**src/rtl/muldiv_pkg.sv**
```systemverilog
// Shared types and helpers for the M-extension multiply/divide unit.
//   muldiv_op_e    : funct3 encodings of the eight M operations
//   muldiv_state_e : control states of ex_muldiv_unit
package muldiv_pkg;

  localparam int unsigned OP_W = 3;
  localparam int unsigned RD_W = 5;

  typedef enum logic [OP_W-1:0] {
    OP_MUL    = 3'd0,
    OP_MULH   = 3'd1,
    OP_MULHSU = 3'd2,
    OP_MULHU  = 3'd3,
    OP_DIV    = 3'd4,
    OP_DIVU   = 3'd5,
    OP_REM    = 3'd6,
    OP_REMU   = 3'd7
  } muldiv_op_e;

  typedef enum logic [2:0] {
    ST_IDLE,
    ST_MUL,
    ST_DIV,
    ST_FIX,
    ST_DONE
  } muldiv_state_e;

  // rs1 is interpreted as a signed value by this operation
  function automatic logic is_signed_op(muldiv_op_e op);
    return (op == OP_MUL) || (op == OP_MULH) || (op == OP_MULHSU) ||
           (op == OP_DIV) || (op == OP_REM);
  endfunction

  // DIV/DIVU/REM/REMU share funct3[2]
  function automatic logic is_div_op(muldiv_op_e op);
    return op[2];
  endfunction

endpackage

```
**src/rtl/ex_muldiv_unit_if.sv**
```systemverilog
// Request/response bundle between the Execute stage and the mul/div unit.
//   master : pipeline side (drives start/op/a/b/rd_in/flush/hold)
//   slave  : ex_muldiv_unit (drives stall/res_valid/res/rd_out)
interface ex_muldiv_unit_if #(
  parameter int unsigned XLEN = 32
);
  import muldiv_pkg::*;

  logic            start;
  logic [OP_W-1:0] op;
  logic [XLEN-1:0] a;
  logic [XLEN-1:0] b;
  logic [RD_W-1:0] rd_in;
  logic            flush;
  logic            hold;
  logic            stall;
  logic            res_valid;
  logic [XLEN-1:0] res;
  logic [RD_W-1:0] rd_out;

  modport master (
    output start, op, a, b, rd_in, flush, hold,
    input  stall, res_valid, res, rd_out
  );

  modport slave (
    input  start, op, a, b, rd_in, flush, hold,
    output stall, res_valid, res, rd_out
  );

endinterface

```
**src/rtl/muldiv_divider.sv**
```systemverilog
// Restoring radix-2 unsigned divider, one quotient bit per clock.
//   start_i             : load dividend/divisor magnitudes, begin XLEN iterations
//   flush_i             : abandon the current division
//   quot_o / rem_o      : final once done_c_o has been seen
//   done_c_o            : high in the cycle of the last iteration
module muldiv_divider #(
  parameter int unsigned XLEN = 32
) (
  input  logic            clk,
  input  logic            rst_i,
  input  logic            start_i,
  input  logic            flush_i,
  input  logic [XLEN-1:0] dividend_i,
  input  logic [XLEN-1:0] divisor_i,
  output logic [XLEN-1:0] quot_o,
  output logic [XLEN-1:0] rem_o,
  output logic            done_c_o
);

  localparam int unsigned CNT_W = $clog2(XLEN);

  logic             busy_q, busy_d;
  logic [CNT_W-1:0] cnt_q, cnt_d;
  logic [XLEN-1:0]  quot_q, quot_d;
  logic [XLEN-1:0]  rem_q, rem_d;
  logic [XLEN-1:0]  dvsr_q, dvsr_d;
  logic [XLEN:0]    partial, diff;

  // Shift the next dividend bit into the partial remainder and trial-subtract.
  assign partial  = {rem_q, quot_q[XLEN-1]};
  assign diff     = partial - {1'b0, dvsr_q};
  assign done_c_o = busy_q && (cnt_q == CNT_W'(XLEN - 1));

  always_comb begin
    busy_d = busy_q;
    cnt_d  = cnt_q;
    quot_d = quot_q;
    rem_d  = rem_q;
    dvsr_d = dvsr_q;
    if (flush_i) begin
      busy_d = 1'b0;
    end else if (start_i) begin
      busy_d = 1'b1;
      cnt_d  = '0;
      quot_d = dividend_i;
      rem_d  = '0;
      dvsr_d = divisor_i;
    end else if (busy_q) begin
      // Borrow out means the divisor did not fit: restore and shift in 0.
      if (diff[XLEN]) begin
        rem_d  = partial[XLEN-1:0];
        quot_d = {quot_q[XLEN-2:0], 1'b0};
      end else begin
        rem_d  = diff[XLEN-1:0];
        quot_d = {quot_q[XLEN-2:0], 1'b1};
      end
      cnt_d = cnt_q + CNT_W'(1);
      if (done_c_o) busy_d = 1'b0;
    end
  end

  always_ff @(posedge clk) begin
    if (rst_i) begin
      busy_q <= 1'b0;
      cnt_q  <= '0;
      quot_q <= '0;
      rem_q  <= '0;
      dvsr_q <= '0;
    end else begin
      busy_q <= busy_d;
      cnt_q  <= cnt_d;
      quot_q <= quot_d;
      rem_q  <= rem_d;
      dvsr_q <= dvsr_d;
    end
  end

  assign quot_o = quot_q;
  assign rem_o  = rem_q;

endmodule

```
**src/rtl/ex_muldiv_unit.sv**
```systemverilog
// Multi-cycle RISC-V M-extension execute unit beside the single-cycle ALU.
//   clk, Rst (sync, active-high)
//   mdu.start/op/a/b/rd_in : request with forwarded operands
//   mdu.flush              : kill in-flight op; mdu.hold : downstream hold
//   mdu.stall              : freeze ID/EX -> EX/MEM while busy
//   mdu.res_valid/res/rd_out : result and destination tag
module ex_muldiv_unit
  import muldiv_pkg::*;
#(
  parameter int unsigned XLEN      = 32,
  parameter int unsigned MUL_LAT   = 3,
  parameter int unsigned EARLY_OUT = 1
) (
  input logic             clk,
  input logic             Rst,
  ex_muldiv_unit_if.slave mdu
);

  localparam int unsigned     CNT_W    = 3;
  localparam logic [XLEN-1:0] MOST_NEG = {1'b1, {(XLEN-1){1'b0}}};

  muldiv_state_e   state_q, state_d;
  logic [CNT_W-1:0] cnt_q, cnt_d;
  logic [XLEN-1:0] res_q, res_d;
  logic [XLEN-1:0] a_q, a_d;
  logic [RD_W-1:0] rd_q, rd_d;
  logic            rem_sel_q, rem_sel_d;
  logic            dz_q, dz_d;
  logic            spec_q, spec_d;
  logic            qneg_q, qneg_d;
  logic            rneg_q, rneg_d;

  // Request decode from the forwarded operands.
  muldiv_op_e      op_in;
  logic            a_sgn, b_sgn, dz_in, ovf_in, spec_in;
  logic [XLEN-1:0] a_mag, b_mag;

  assign op_in   = muldiv_op_e'(mdu.op);
  assign a_sgn   = is_signed_op(op_in);
  assign b_sgn   = a_sgn && (op_in != OP_MULHSU);
  assign dz_in   = (mdu.b == '0);
  assign ovf_in  = a_sgn && (mdu.a == MOST_NEG) && (mdu.b == '1);
  assign spec_in = dz_in || ovf_in;
  assign a_mag   = (a_sgn && mdu.a[XLEN-1]) ? -mdu.a : mdu.a;
  assign b_mag   = (b_sgn && mdu.b[XLEN-1]) ? -mdu.b : mdu.b;

  // Multiplier: the low 2*XLEN bits of a product of 2*XLEN-bit extended
  // operands equal the full signed/unsigned product.
  logic [2*XLEN-1:0] mul_opa, mul_opb, mul_prod;
  logic [XLEN-1:0]   mul_word, mul_tap;

  assign mul_opa  = {{XLEN{a_sgn & mdu.a[XLEN-1]}}, mdu.a};
  assign mul_opb  = {{XLEN{b_sgn & mdu.b[XLEN-1]}}, mdu.b};
  assign mul_prod = mul_opa * mul_opb;
  assign mul_word = (op_in == OP_MUL) ? mul_prod[XLEN-1:0] : mul_prod[2*XLEN-1:XLEN];

  // Result word travels MUL_LAT-1 registers before res_q captures it.
  if (MUL_LAT == 1) begin : g_mul_nopipe
    assign mul_tap = mul_word;
  end else begin : g_mul_pipe
    logic [XLEN-1:0] pipe_q [MUL_LAT-1];
    always_ff @(posedge clk) begin
      pipe_q[0] <= mul_word;
      for (int i = 1; i < int'(MUL_LAT) - 1; i++) pipe_q[i] <= pipe_q[i-1];
    end
    assign mul_tap = pipe_q[MUL_LAT-2];
  end

  logic            div_start, div_done;
  logic [XLEN-1:0] div_quot, div_rem, quot_fix, rem_fix;

  muldiv_divider #(.XLEN(XLEN)) u_div (
    .clk        (clk),
    .rst_i      (Rst),
    .start_i    (div_start),
    .flush_i    (mdu.flush),
    .dividend_i (a_mag),
    .divisor_i  (b_mag),
    .quot_o     (div_quot),
    .rem_o      (div_rem),
    .done_c_o   (div_done)
  );

  assign quot_fix = qneg_q ? -div_quot : div_quot;
  assign rem_fix  = rneg_q ? -div_rem  : div_rem;

  // RISC-V defined results for divide-by-zero and signed overflow.
  function automatic logic [XLEN-1:0] special_result(logic rem_sel, logic dz,
                                                     logic [XLEN-1:0] a);
    if (dz) return rem_sel ? a : '1;
    return rem_sel ? '0 : a;
  endfunction

  // Next-state / datapath control.
  always_comb begin
    state_d   = state_q;
    cnt_d     = cnt_q;
    res_d     = res_q;
    rd_d      = rd_q;
    a_d       = a_q;
    rem_sel_d = rem_sel_q;
    dz_d      = dz_q;
    spec_d    = spec_q;
    qneg_d    = qneg_q;
    rneg_d    = rneg_q;
    div_start = 1'b0;
    if (mdu.flush) begin
      state_d = ST_IDLE;
    end else begin
      case (state_q)
        ST_IDLE: begin
          if (mdu.start) begin
            rd_d      = mdu.rd_in;
            a_d       = mdu.a;
            rem_sel_d = op_in[1];
            dz_d      = dz_in;
            spec_d    = spec_in;
            qneg_d    = a_sgn && (mdu.a[XLEN-1] ^ mdu.b[XLEN-1]);
            rneg_d    = a_sgn && mdu.a[XLEN-1];
            cnt_d     = '0;
            if (!is_div_op(op_in)) begin
              if (MUL_LAT == 1) begin
                res_d   = mul_tap;
                state_d = ST_DONE;
              end else begin
                state_d = ST_MUL;
              end
            end else if ((EARLY_OUT != 0) && spec_in) begin
              res_d   = special_result(op_in[1], dz_in, mdu.a);
              state_d = ST_DONE;
            end else begin
              div_start = 1'b1;
              state_d   = ST_DIV;
            end
          end
        end
        ST_MUL: begin
          if (cnt_q == CNT_W'(MUL_LAT - 2)) begin
            res_d   = mul_tap;
            state_d = ST_DONE;
          end else begin
            cnt_d = cnt_q + CNT_W'(1);
          end
        end
        ST_DIV: begin
          if (div_done) state_d = ST_FIX;
        end
        ST_FIX: begin
          res_d   = spec_q ? special_result(rem_sel_q, dz_q, a_q)
                           : (rem_sel_q ? rem_fix : quot_fix);
          state_d = ST_DONE;
        end
        ST_DONE: begin
          if (!mdu.hold) state_d = ST_IDLE;
        end
        default: state_d = ST_IDLE;
      endcase
    end
  end

  always_ff @(posedge clk) begin
    if (Rst) begin
      state_q   <= ST_IDLE;
      cnt_q     <= '0;
      res_q     <= '0;
      rd_q      <= '0;
      a_q       <= '0;
      rem_sel_q <= 1'b0;
      dz_q      <= 1'b0;
      spec_q    <= 1'b0;
      qneg_q    <= 1'b0;
      rneg_q    <= 1'b0;
    end else begin
      state_q   <= state_d;
      cnt_q     <= cnt_d;
      res_q     <= res_d;
      rd_q      <= rd_d;
      a_q       <= a_d;
      rem_sel_q <= rem_sel_d;
      dz_q      <= dz_d;
      spec_q    <= spec_d;
      qneg_q    <= qneg_d;
      rneg_q    <= rneg_d;
    end
  end

  // Stall drops in an unheld DONE cycle so EX/MEM captures the result.
  assign mdu.stall     = ((state_q == ST_IDLE) && mdu.start) ||
                         ((state_q != ST_IDLE) && (state_q != ST_DONE)) ||
                         ((state_q == ST_DONE) && mdu.hold);
  assign mdu.res_valid = (state_q == ST_DONE) && !mdu.flush;
  assign mdu.res       = res_q;
  assign mdu.rd_out    = rd_q;

  // A request while busy means the pipeline ignored stall.
  start_while_busy_a: assert property (@(posedge clk) disable iff (Rst)
    !(mdu.start && !mdu.flush && (state_q != ST_IDLE)));

endmodule

```
**src/flat_wrapper.sv**
```systemverilog
// flat-port wrapper written by rule: the top's interface ports become plain ports
module ex_muldiv_unit_flat import muldiv_pkg::*;
#(
  parameter int unsigned XLEN      = 32,
  parameter int unsigned MUL_LAT   = 3,
  parameter int unsigned EARLY_OUT = 1
)
  (clk, Rst, mdu_start, mdu_op, mdu_a, mdu_b, mdu_rd_in, mdu_flush, mdu_hold, mdu_stall, mdu_res_valid, mdu_res, mdu_rd_out);
  ex_muldiv_unit_if #(.XLEN(XLEN)) mdu_i ();
  input logic clk;
  input logic Rst;
  input wire logic [$bits(mdu_i.start)-1:0] mdu_start;
  input wire logic [$bits(mdu_i.op)-1:0] mdu_op;
  input wire logic [$bits(mdu_i.a)-1:0] mdu_a;
  input wire logic [$bits(mdu_i.b)-1:0] mdu_b;
  input wire logic [$bits(mdu_i.rd_in)-1:0] mdu_rd_in;
  input wire logic [$bits(mdu_i.flush)-1:0] mdu_flush;
  input wire logic [$bits(mdu_i.hold)-1:0] mdu_hold;
  output wire logic [$bits(mdu_i.stall)-1:0] mdu_stall;
  output wire logic [$bits(mdu_i.res_valid)-1:0] mdu_res_valid;
  output wire logic [$bits(mdu_i.res)-1:0] mdu_res;
  output wire logic [$bits(mdu_i.rd_out)-1:0] mdu_rd_out;
  assign mdu_i.start = mdu_start;
  assign mdu_i.op = mdu_op;
  assign mdu_i.a = mdu_a;
  assign mdu_i.b = mdu_b;
  assign mdu_i.rd_in = mdu_rd_in;
  assign mdu_i.flush = mdu_flush;
  assign mdu_i.hold = mdu_hold;
  assign mdu_stall = mdu_i.stall;
  assign mdu_res_valid = mdu_i.res_valid;
  assign mdu_res = mdu_i.res;
  assign mdu_rd_out = mdu_i.rd_out;
  ex_muldiv_unit #(.XLEN(XLEN), .MUL_LAT(MUL_LAT), .EARLY_OUT(EARLY_OUT)) u_core (.clk(clk), .Rst(Rst), .mdu(mdu_i));
endmodule
```
**config.mk**
```make
export PLATFORM = sky130hd
export DESIGN_NAME = ex_muldiv_unit_flat
export DESIGN_NICKNAME = d
export VERILOG_FILES = /design/src/rtl/muldiv_pkg.sv /design/src/rtl/ex_muldiv_unit_if.sv /design/src/rtl/muldiv_divider.sv /design/src/rtl/ex_muldiv_unit.sv /design/src/flat_wrapper.sv
export SDC_FILE = /design/constraint.sdc
export NUM_CORES = 2
export LEC_CHECK = 0
export CAP_MARGIN = 20
export CORE_ASPECT_RATIO = 1.5
export CORE_MARGIN = 3
export CORE_UTILIZATION = 40
export DETAILED_ROUTE_END_ITERATION = 10
export PLACE_DENSITY = 0.54
export SLEW_MARGIN = 20
export SYNTH_ARGS = -nofsm -noshare
export SYNTH_HDL_FRONTEND = slang
export SYNTH_SLANG_ARGS = --single-unit
```
**constraint.sdc**
```tcl
create_clock -name clk -period 22.1 [get_ports clk]
set_input_delay 4.42 -clock clk [delete_from_list [all_inputs] [get_ports clk]]
set_output_delay 4.42 -clock clk [all_outputs]
set_load 0.01 [all_outputs]
```
---- After elaboration in Yosys (flattened, before gate mapping) ----
Memories as Yosys holds them, arrays and structs flattened.
Cells that the tools add are included.
word-level totals
  bits in registers ....................... 182
  memory bits (writable) .................. 64
  bits of input ports ..................... 77
  output and inout bits ................... 39
  memories ................................ 1
operators by class
  add/subtract/negate cells ............... 7
  $mul .................................... 1
  equality and inequality tests ........... 21
  multiplexer cells ....................... 55
  bitwise gates (word level) .............. 4
  reductions and logical operators ........ 33
memory list
  name                      words  bits a word  read ports  clocked after Yosys merged registers in  wr ports  line                  source
  u_core.g_mul_pipe.pipe_q  2      32           2           0                                        2         ex_muldiv_unit.sv:61  logic [XLEN-1:0] pipe_q [MUL_LAT-1];
operators with widths
  operator                                              count
  two-way mux 32 bit                                    24
  negation 32 bit                                       4
  one-hot mux 32 bit (3 select lines)                   1
  equality test 32 bit (second input constant)          2
  multiplier 33 x 33 -> 64 bit                          1
  subtractor 33 x 32 -> 33 bit                          1
  zero test 32 bit                                      1
  two-way mux 3 bit                                     8
  two-way mux 1 bit                                     18
  one-hot mux 3 bit (5 select lines)                    1
  logical AND 1 bit                                     11
  two-way mux 5 bit                                     2
  equality test 3 x 1 -> 1 bit (second input constant)  3
  equality test 3 x 2 -> 1 bit (second input constant)  3
  equality test 3 bit (second input constant)           3
  != test 2 bit (second input constant)                 4
  AND reduction 4 bit                                   2
  logical OR 1 bit                                      7
  zero test 3 bit                                       2
  != test 2 x 1 -> 1 bit (second input constant)        3
  one-hot mux 3 bit (2 select lines)                    1
  AND reduction 6 bit                                   1
  nonzero test 3 bit                                    2
  adder 5 x 1 -> 5 bit (second input constant)          1
  other kinds (12)                                      15

---- Longest topological paths before layout ----
  depth in word-level cells ............... 18
  depth in mapped cells ................... 34

---- Modules after synthesis ----
A second synthesis with hierarchy kept.
second synthesis, totals
  cell total of the unflattened synthesis .. 6227
  area, all modules ....................... 53134.7 um^2
modules (own cells, without submodules)
  module          times used  cells each  area each (um^2)  sequential area each (um^2)
  ex_muldiv_unit  1           5480        47171.5           2882.8
  muldiv_divider  1           747         5963.2            2042.0

---- Worst setup path before layout ----
Ideal clock, no wire load.
  path type ............................... input-to-reg
  from .................................... in mdu_op[1]
  to ...................................... mem u_core.g_mul_pipe.pipe_q[0][27]
  setup time .............................. 132 ps
  arrival time ............................ 13146 ps
  setup slack ............................. 8822 ps
  cell stages on the path ................. 32
  path buffers ............................ 5
  cell sequence ........................... o21ai_0 and2_1 clkbuf_1 clkbuf_1 buf_1 nand2_1 fa_1 fa_1 inv_1 fa_1 inv_1 fa_1 clkbuf_1 xor2_1 clkbuf_1 xnor2_1 fa_1 fa_1 inv_1 fa_1 inv_1 ha_1 a21o_1 a21o_1 a21o_1 a221o_1 nand2_1 nand2_1 a221o_1 or2_2 xnor2_1 a21oi_1
RTL lines
  what             line                  source
  start, declared  flat_wrapper.sv:13    input wire logic [$bits(mdu_i.op)-1:0] mdu_op;
  end, declared    ex_muldiv_unit.sv:61

==> impl_metrics.toml <==
[outcome]
status = "finished, final reports clean"

[setup_path]
r2r_end = "u_core.u_div.quot_o[0]"
cp-start-kind = "primary input"
endpoint_kind = "flip-flop"
critPathArrivalTime_ns = 14.29
crit_path_max_incr_delay_ns = 1.10
crit_end = "u_core.g_mul_pipe.pipe_q[0][28]"
cpMaxStageDelayCell = "fa_1"
reg2reg_from = "u_core.u_div.quot_o[31]"
critPathKind = "primary input to flip-flop"
rrSetupSlack_ns = 17.47
crit_fanout = 20
cp.required_ns = 22.57
critPathMostFrequentCell = "fa_1"
cp-startpoint = "mdu_op[2]"
reg2reg_depth = 15

[sta]
period_minus_slack_ns = 13.82
rsz0062_at_grt = "false"
fin_skew_ns = 0.0240
tightestPinTransition_ns = 1.07
fin_setup_tns_ns = 0
slew_headroom_pct = 28.5
hold_viol = 0
fmax_mhz = 72.4
finalCritPeriodShare_pct = 62.5
report.final.setup_viol = 0
drv_slew = 0

[logic_synthesis]
yosys_warnings = 0
yosysSeqAreaShare_pct = 9.36
yosysMostFrequentCell = "inv_1"
synth_area_per_cell_um2 = 8.50
syn_area_um2 = 52600
synth_area_leaders = "fa_1 (42%), dfxtp_1 (9.4%), inv_1 (8.9%), nand2_1 (7.5%), ha_1 (6.2%)"
synth_area_leader_cell = "fa_1"
syn_nets = 7630
async_flop_share_pct = 0
synth_edf_count = 0
ys_ff_latch = 246
synth.distinct_cells = 82
syn_inst = 6190
ys.flop_type = "dfxtp_1"
ys_top_cells_by_count = "inv_1 (1,242), fa_1 (1,101), nand2_1 (1,050), clkbuf_1 (294), and2_1 (284)"
synth_top_cell_area_share_pct = 41.9

[detailed_routing]
dr.first_iter.drc_count = 2835
vias = 42000
firstDrtPassIters = 5
detail_route.wl_per_cell_um = 23.2
routed_wl_um = 180000
via_per_inst = 5.41
postRouteAntennaNets = 0
drc = 0

[clocking]
clkTransAtPathRegs_ns = 0.06
cts_max_level = 1
clock_tree.root_cell = "clkbuf_16"
clk_latency_ns = 0.56
cts_buffers = 27
clockBufferDepth = 3
cts_resized = 0
cts_tree = "built"
numClockSinks = 246
postCtsSetupRepairBufs = 0
ctsHoldBuffers = 0

[cells_and_area]
areaGrowthSynthToFinish_pct = 6.14
fin_area_um2 = 55800
drive_gt1_share_pct = 3.97
layout.nets = 7464

[die]
dieArea_um2 = 136000
ios = 116
die_h_um = 450
core_area_um2 = 130000
start_util_pct = 40.4
die_x_um = 302
rows = 162

[global_routing]
grt_pass1_vias = 44700
antenna_found_initial = 10
groute.usage.overall_pct = 26.8
grt_max_degree = 93
overflow = 0
grt_pass1_wl_um = 275000

[place]
hpwl_um = 132000
io_buffers = 115
gp_congestion = 0.912
placed_cell_area_um2 = 54900

[min_path]
hold_path.class = "flip-flop to flip-flop"

[flow_run]
drv_cap = 0
==> cell usage in the layout, fill, tap and decap left out, drive strengths merged, types with 21 or more instances in the layout <==
cell type	instances
and2	284
o221ai	27
xnor2	152
o21ai	143
a311oi	45
dfxtp	246
nor2	278
nor3	34
a31oi	22
clkdlybuf4s50	62
a21oi	240
fa	1101
inv	1243
clkbuf	40
a21o	44
a211oi	66
nand3	37
nor4	23
ha	262
xor2	104
nand2b	21
buf	150
and3	24
a221oi	21
o31ai	37
maj3	33
nand4	35
nand2	1050
==> worst min path at each step <==
| stage | cells past startpoint | start | slack, ns | to |
|---|---|---|---|---|
| finish | 0 | u_core.g_mul_pipe.pipe_q[0][16] | 0.33 | u_core.g_mul_pipe.pipe_q[0][48] |
| floorplan | 0 | u_core.g_mul_pipe.pipe_q[0][0] | 0.31 | u_core.g_mul_pipe.pipe_q[0][32] |
| global placement | 0 | u_core.g_mul_pipe.pipe_q[0][15] | 0.31 | u_core.g_mul_pipe.pipe_q[0][47] |
| detailed placement | 0 | u_core.g_mul_pipe.pipe_q[0][16] | 0.31 | u_core.g_mul_pipe.pipe_q[0][48] |
| CTS | 0 | u_core.g_mul_pipe.pipe_q[0][16] | 0.33 | u_core.g_mul_pipe.pipe_q[0][48] |
| global route | 0 | u_core.g_mul_pipe.pipe_q[0][16] | 0.33 | u_core.g_mul_pipe.pipe_q[0][48] |
==> cells by family after synthesis <==
logic type / after synthesis / synth area share [%]
adders and majority gates: 1396 / 48.8
and+or+nand+nor: 1863 / 15.9
buffers and inverters: 1651 / 11.9
muxes: 8 / 0.152
AOI/OAI and AO/OA: 770 / 9.68
DFF: 246 / 9.36
xor gates and xnor gates: 256 / 4.26
==> final cells by class <==
type                            count  area [µm²]
Inverter                         1244        4670
Timing Repair Buffer              212        1630
Tap cell                         1722        2150
Antenna cell                        2        5.00
Fill cell                       13100       74500
Sequential cell                   246        4920
Clock inverter                      8         119
Clock buffer                       40         815
Multi-Input combinational cell   4293       41500
==> registers in the layout (all words and copies together), names as in the netlist <==
register,cells
u_core.a_q,32
u_core.cnt_q,3
u_core.dz_q,1
u_core.g_mul_pipe.pipe_q,64
u_core.mdu.rd_out,5
u_core.mdu.res,32
u_core.qneg_q,1
u_core.rem_sel_q,1
u_core.rneg_q,1
u_core.spec_q,1
u_core.state_q,3
u_core.u_div.busy_q,1
u_core.u_div.cnt_q,5
u_core.u_div.dvsr_q,32
u_core.u_div.quot_o,32
u_core.u_div.rem_o,32
==> stage by stage <==
stage	util, %	std cells	hold WS (ns)	setup WS [ns]
2_1_floorplan	-	6190	0.310	8.82
3_3_place_gp	42.1	7715	0.310	7.92
3_5_place_dp	42.1	7715	0.314	7.71
4_1_cts	42.8	7763	0.328	8.24
5_1_grt	42.8	7765	0.330	7.70
6_report	42.8	7767	0.327	8.28
==> metal layers <==
layer	wire, µm	up-vias	GRT usage [%]
li1	-	18500	-
met1	66900	21700	31.0
met2	93300	1393	48.7
met3	8630	430	2.54
met4	11500	4	13.7
met5	28	-	0
==> worst max-delay path: cells and delay by family <==
family,cells,cell delay [ns]
xor+xnor,2,0.38
simple gates,5,1.79
buf+inv,7,1.65
fa+ha+maj,8,4.82
compound gates,8,1.21
Power is left out: the tool's default activity adds up to more than one toggle a clock period on the data nets, which glitch-free logic cannot reach.
